==> src/rtl/psum_collector.sv <==
// Deskews the systolic array's bottom-row partial sums, accumulates them across K-tiles
// per output row, and queues finished rows in a small valid/ready FIFO.
module psum_collector #(
    parameter int ARRAYWIDTH = 4,
    parameter int PSUM_W     = 32,
    parameter int BASE_LAT   = 4,
    parameter int ACC_DEPTH  = 16,
    parameter int FIFO_DEPTH = 4
) (
    input  logic                           clk,
    input  logic                           rst,
    input  logic                           act_valid,
    input  logic                           act_first_k,
    input  logic                           act_last_k,
    input  logic                           act_last_row,
    input  logic [ARRAYWIDTH*PSUM_W-1:0]   in_psum,
    output logic [ARRAYWIDTH*PSUM_W-1:0]   out_data,
    output logic                           out_valid,
    input  logic                           out_ready,
    output logic [$clog2(FIFO_DEPTH):0]    fifo_count,
    output logic                           overflow
);

    localparam int L   = BASE_LAT + ARRAYWIDTH - 1;
    localparam int RPW = (ACC_DEPTH > 1) ? $clog2(ACC_DEPTH) : 1;
    localparam int FAW = (FIFO_DEPTH > 1) ? $clog2(FIFO_DEPTH) : 1;
    localparam int FCW = $clog2(FIFO_DEPTH) + 1;
    localparam int RW  = ARRAYWIDTH * PSUM_W;

    function automatic logic signed [PSUM_W-1:0] wrap_add(
        input logic signed [PSUM_W-1:0] a,
        input logic signed [PSUM_W-1:0] b
    );
        return a + b;
    endfunction

    logic [L-1:0] vld_p;
    logic [L-1:0] first_p;
    logic [L-1:0] lastk_p;
    logic [L-1:0] lastrow_p;

    logic                     ev_vld;
    logic                     ev_first;
    logic                     ev_last_k;
    logic                     ev_last_row;
    logic signed [PSUM_W-1:0] aligned [ARRAYWIDTH];
    logic signed [PSUM_W-1:0] sum     [ARRAYWIDTH];
    logic signed [PSUM_W-1:0] acc     [ACC_DEPTH][ARRAYWIDTH];
    logic [RW-1:0]            sum_flat;
    logic [RPW-1:0]           row_ptr;

    logic [RW-1:0]  fifo_mem [FIFO_DEPTH];
    logic [FAW-1:0] wr_ptr;
    logic [FAW-1:0] rd_ptr;
    logic           push_req;
    logic           push_ok;
    logic           pop;
    logic           full;

    // Stage p0..p(L-1): tag pipeline; qualifiers are masked so idle slots carry no flags
    always_ff @(posedge clk or negedge rst) begin
        if (!rst) begin
            vld_p     <= '0;
            first_p   <= '0;
            lastk_p   <= '0;
            lastrow_p <= '0;
        end else begin
            vld_p[0]     <= act_valid;
            first_p[0]   <= act_valid & act_first_k;
            lastk_p[0]   <= act_valid & act_last_k;
            lastrow_p[0] <= act_valid & act_last_row;
            for (int i = 1; i < L; i++) begin
                vld_p[i]     <= vld_p[i-1];
                first_p[i]   <= first_p[i-1];
                lastk_p[i]   <= lastk_p[i-1];
                lastrow_p[i] <= lastrow_p[i-1];
            end
        end
    end

    assign ev_vld      = vld_p[L-1];
    assign ev_first    = first_p[L-1];
    assign ev_last_k   = lastk_p[L-1];
    assign ev_last_row = lastrow_p[L-1];

    // Deskew: earlier lanes wait longer so every lane lines up with the tag at stage L-1
    for (genvar c = 0; c < ARRAYWIDTH; c++) begin : g_lane
        localparam int D = ARRAYWIDTH - 1 - c;
        if (D == 0) begin : g_direct
            assign aligned[c] = in_psum[c*PSUM_W +: PSUM_W];
        end else begin : g_dly
            logic [PSUM_W-1:0] dly [D];
            always_ff @(posedge clk or negedge rst) begin
                if (!rst) begin
                    for (int i = 0; i < D; i++) dly[i] <= '0;
                end else begin
                    dly[0] <= in_psum[c*PSUM_W +: PSUM_W];
                    for (int i = 1; i < D; i++) dly[i] <= dly[i-1];
                end
            end
            assign aligned[c] = dly[D-1];
        end
    end

    always_comb begin
        sum_flat = '0;
        for (int c = 0; c < ARRAYWIDTH; c++) begin
            sum[c] = ev_first ? aligned[c] : wrap_add(acc[row_ptr][c], aligned[c]);
            sum_flat[c*PSUM_W +: PSUM_W] = sum[c];
        end
    end

    // Final K-tile rows go straight to the FIFO and leave the accumulator row untouched
    always_ff @(posedge clk) begin
        if (ev_vld && !ev_last_k) begin
            for (int c = 0; c < ARRAYWIDTH; c++) acc[row_ptr][c] <= sum[c];
        end
    end

    always_ff @(posedge clk or negedge rst) begin
        if (!rst) begin
            row_ptr <= '0;
        end else if (ev_vld) begin
            if (ev_last_row || row_ptr == RPW'(ACC_DEPTH - 1)) row_ptr <= '0;
            else                                               row_ptr <= row_ptr + 1'b1;
        end
    end

    assign push_req  = ev_vld & ev_last_k;
    assign pop       = out_valid & out_ready;
    assign full      = (fifo_count == FCW'(FIFO_DEPTH));
    assign push_ok   = push_req & (~full | pop);
    assign out_valid = (fifo_count != '0);
    assign out_data  = out_valid ? fifo_mem[rd_ptr] : '0;

    // A push into a full FIFO overwrites the slot being popped in the same cycle
    always_ff @(posedge clk or negedge rst) begin
        if (!rst) begin
            wr_ptr     <= '0;
            rd_ptr     <= '0;
            fifo_count <= '0;
            overflow   <= 1'b0;
        end else begin
            if (push_ok) wr_ptr <= wr_ptr + 1'b1;
            if (pop)     rd_ptr <= rd_ptr + 1'b1;
            fifo_count <= fifo_count + FCW'(push_ok) - FCW'(pop);
            if (push_req && full && !pop) overflow <= 1'b1;
        end
    end

    always_ff @(posedge clk) begin
        if (push_ok) fifo_mem[wr_ptr] <= sum_flat;
    end

endmodule

==> config.mk <==
export PLATFORM = sky130hd
export DESIGN_NAME = psum_collector
export DESIGN_NICKNAME = d
export VERILOG_FILES = /design/src/rtl/psum_collector.sv
export SDC_FILE = /design/constraint.sdc
export NUM_CORES = 2
export LEC_CHECK = 0
export CAP_MARGIN = 5
export CORE_ASPECT_RATIO = 0.8
export CORE_MARGIN = 1.5
export CORE_UTILIZATION = 50
export DETAILED_ROUTE_END_ITERATION = 8
export MAX_ROUTING_LAYER = met4
export PLACE_DENSITY_LB_ADDON = 0.1
export SLEW_MARGIN = 25
export SYNTH_ARGS = -nofsm -noshare
export SYNTH_HDL_FRONTEND = slang
export SYNTH_SLANG_ARGS = --single-unit
==> constraint.sdc <==
create_clock -name clk -period 30.4 [get_ports clk]
set_input_delay 6.08 -clock clk [delete_from_list [all_inputs] [get_ports clk]]
set_output_delay 6.08 -clock clk [all_outputs]
set_load 0.005 [all_outputs]
==> flow_summary.json <==
{
  "timing.rr.end": "acc[14][27]$_DFFE_PP_",
  "fmax_mhz": 100.1,
  "ys_warn_count": 0,
  "syn_nets": 5431,
  "die_x_microns": 527.1,
  "status": "finished clean",
  "clock_path_buffers": 4,
  "antenna_left": 0,
  "grt_pass1_wl_microns": 380500,
  "cts_hold_buf": 0,
  "timing.rr.start": "row_ptr[0]$_DFFE_PN0P_",
  "synth_area_leaders": "edfxtp_1 70%, mux4_2 16%, dfrtp_1 5.3%, ha_1 1.5%, and2_1 0.83%",
  "finalSetupTns_ns": 0,
  "hpwl_microns": 136300,
  "grt_antenna_before_repair": 5,
  "required_ns": 24.32,
  "worstRegToRegCells": 15,
  "cp_cell_sequence": "or3_4, buf_4, buf_4, and2_1, clkdlybuf4s50_1",
  "cp-start-kind": "register",
  "leakage_nw": 41.01,
  "async_flop_share_pct": 8.309,
  "report.final.slew_viol_count": 0,
  "cts_setup_buffers": 0,
  "crit_path_max_fanout": 48,
  "synth_top_area_share_pct": 69.96,
  "holdPathEnd": "g_lane[0].g_dly.dly[40]$_DFF_PN0_",
  "synth_top_cell_by_area": "edfxtp_1",
  "min_period_ns": 9.985,
  "cts_resized": 0,
  "placementRows": 153,
  "crit_buf_inv": 3,
  "num_io_pins": 268,
  "root_buffer": "clkbuf_16",
  "seq_area_frac_synth_pct": 75.25,
  "endpoint_kind": "primary output",
  "clkSinkCount": 2792,
  "coreArea_sq_um": 217900,
  "viasPerCell": 6.074,
  "crit_type": "register to primary output",
  "critical_path_arrival_ns": 3.91,
  "htree_num_levels": 5,
  "drive_gt1_share_pct": 24.49,
  "hp-class": "register to register",
  "cap_violations": 0,
  "track_usage_pct": 24.40,
  "first_pass_iters": 6,
  "start_util_pct": 50.44,
  "hold_depth": 0,
  "layout.nets": 5943,
  "cts_made_buffers": 282,
  "gp_congestion": 0.8666,
  "worst_clock_skew_ns": 0.04347,
  "reg2reg_slack_ns": 22.61,
  "synth-edff-count": 2560,
  "cts_tree": "yes",
  "syn_area_sq_um": 109900,
  "vdd_drop_max_mv": 0.08778,
  "vias": 53170,
  "setup_violations": 0,
  "p_per_area_nw_per_um2": 101.5,
  "grt_pass1_vias": 54780,
  "area_growth_pct": 14.96,
  "routed_wl_microns": 260500,
  "whs_ns": 0.3405,
  "grt_start_max_net_pins": 106,
  "final_common_cell": "edfxtp_1",
  "worstMarginPinSlew_ns": 1.058,
  "synthFlopType": "edfxtp_1",
  "first_iter_violations": 5651,
  "postSynthCellCount": 5157,
  "final_cell_mix": "2,560 x edfxtp_1, 768 x mux4_2, 291 x clkbuf_16",
  "slowest_stage": "buf_4",
  "wl_per_cell_microns": 29.76,
  "syn_avg_cell_area_sq_um": 21.31,
  "die_y_microns": 422.3,
  "place.port_buffers": 267,
  "cp_common_cell": "buf_4",
  "max_slew_margin_pct": 29.07,
  "overflow": 0,
  "drc": 0,
  "design_power_total_mw": 12.82,
  "rsz0062_at_grt": "false",
  "fillerInstances": 15820,
  "synth_cell_types": 77,
  "hold_violations": 0,
  "clk_pin_slew_ns": 0.06,
  "clkLatencyLatePin_ns": 0.85,
  "crit_family": "buffers and inverters",
  "synth-seq-cells": 2792,
  "fin_crit_sh_pct": 32.85,
  "die_area_sq_um": 222600,
  "slowest_delay_ns": 0.65,
  "worstHoldStart": "g_lane[0].g_dly.dly[72]$_DFF_PN0_"
}
==> power by group <==
group	switching [mW]	internal [mW]
Combinational	2.30	1.50
Clock	1.43	2.02
Sequential	0.111	5.46
Total	3.84	8.98
==> logic make-up (layout without fill, tap and decap cells) <==
family,Yosys count,count (layout),share of synthesized area (%)
other,0,4,0
muxes,777,777,15.84
AOI/OAI and AO/OA,505,505,2.915
xor gates and xnor gates,110,110,0.8768
and+or+nand+nor,545,545,2.463
buffers and inverters,289,1015,1.046
DFF,2792,2792,75.25
adders and majority gates,139,139,1.617
==> synthesized netlist by cell type (3+ instances only) <==
library cell,number
or2_2,3
buf_1,26
nand4_1,15
nand2_1,192
and2_1,145
a211oi_2,3
fa_1,5
buf_2,52
nand2b_1,14
xor2_1,53
nor4_1,3
a21o_1,69
nor4b_1,3
edfxtp_1,2560
o41ai_1,3
dfrtp_1,232
a2111oi_0,4
o211ai_1,9
or3_1,7
a211oi_1,17
o21bai_1,23
ha_1,134
nor2b_1,14
and3_1,11
clkbuf_1,163
nand3_1,30
a211o_1,7
a311oi_1,3
mux2_2,6
o21ai_0,159
nor2_1,75
a31oi_1,10
o21a_1,15
inv_1,48
nor3_1,20
o21ai_1,10
a21oi_1,120
xnor2_1,57
nor3b_1,7
mux4_2,768
o31ai_1,13
==> worst max path at each step <==
| stage | startpoint | endpoint | slack (ns) | cells after the start |
|---|---|---|---|---|
| 2_1_floorplan | row_ptr[1]$_DFFE_PN0P_ | acc[1][0]$_DFFE_PP_ | 19.35 | 8 |
| 4_1_cts | fifo_count[1]$_DFF_PN0_ | out_data[95] | 20.19 | 5 |
| 3_3_place_gp | in_psum[96] | acc[4][28]$_DFFE_PP_ | 19.64 | 13 |
| 6_report | fifo_count[1]$_DFF_PN0_ | out_data[95] | 20.41 | 5 |
| 5_1_grt | fifo_count[1]$_DFF_PN0_ | out_data[95] | 20.11 | 5 |
| 3_5_place_dp | in_psum[96] | fifo_mem[1][122]$_DFFE_PP_ | 19.55 | 13 |
==> flip-flops by register name (all words and copies together), names as in the netlist <==
| signal | cells |
|---|---|
| rd_ptr | 2 |
| vld_p | 7 |
| acc | 2048 |
| wr_ptr | 2 |
| row_ptr | 4 |
| g_lane.g_dly.dly | 128 |
| fifo_count | 3 |
| first_p | 7 |
| lastk_p | 7 |
| lastrow_p | 7 |
| fifo_mem | 512 |
| overflow | 1 |
| aligned | 64 |
==> through the flow <==
step	cells	worst slack [ns]	area (sq um)	utilization [%]
3_5_place_dp	8252	19.55	117200	53.78
4_1_cts	8750	20.19	126300	57.96
3_3_place_gp	8251	19.64	117100	53.75
5_1_grt	8753	20.11	126300	57.98
2_1_floorplan	5157	19.35	109900	-
6_report	8754	20.41	126300	57.98
==> layer usage <==
layer  vias to the layer above  global-route usage (%)  part of all wire [%]
met5                         -                       -                     0
met4                         0                   5.466                   2.2
met3                       393                   3.772                   6.2
met2                      1741                   37.43                    48
met1                     28640                   34.95                    44
li1                      22400                       -                     -
==> layout make-up <==
cell class	instances	area [sq um]	area share, %
multi-input combinational	2076	26300	20.82
tap	2867	3587	2.840
clock buffer	365	7730	6.120
clock inverter	133	1386	1.098
sequential	2792	82710	65.48
antenna	4	10.01	0.007924
inverter	48	180.2	0.1426
timing repair buffer	469	4419	3.499
Note: power is estimated with default switching activity, not from simulation.
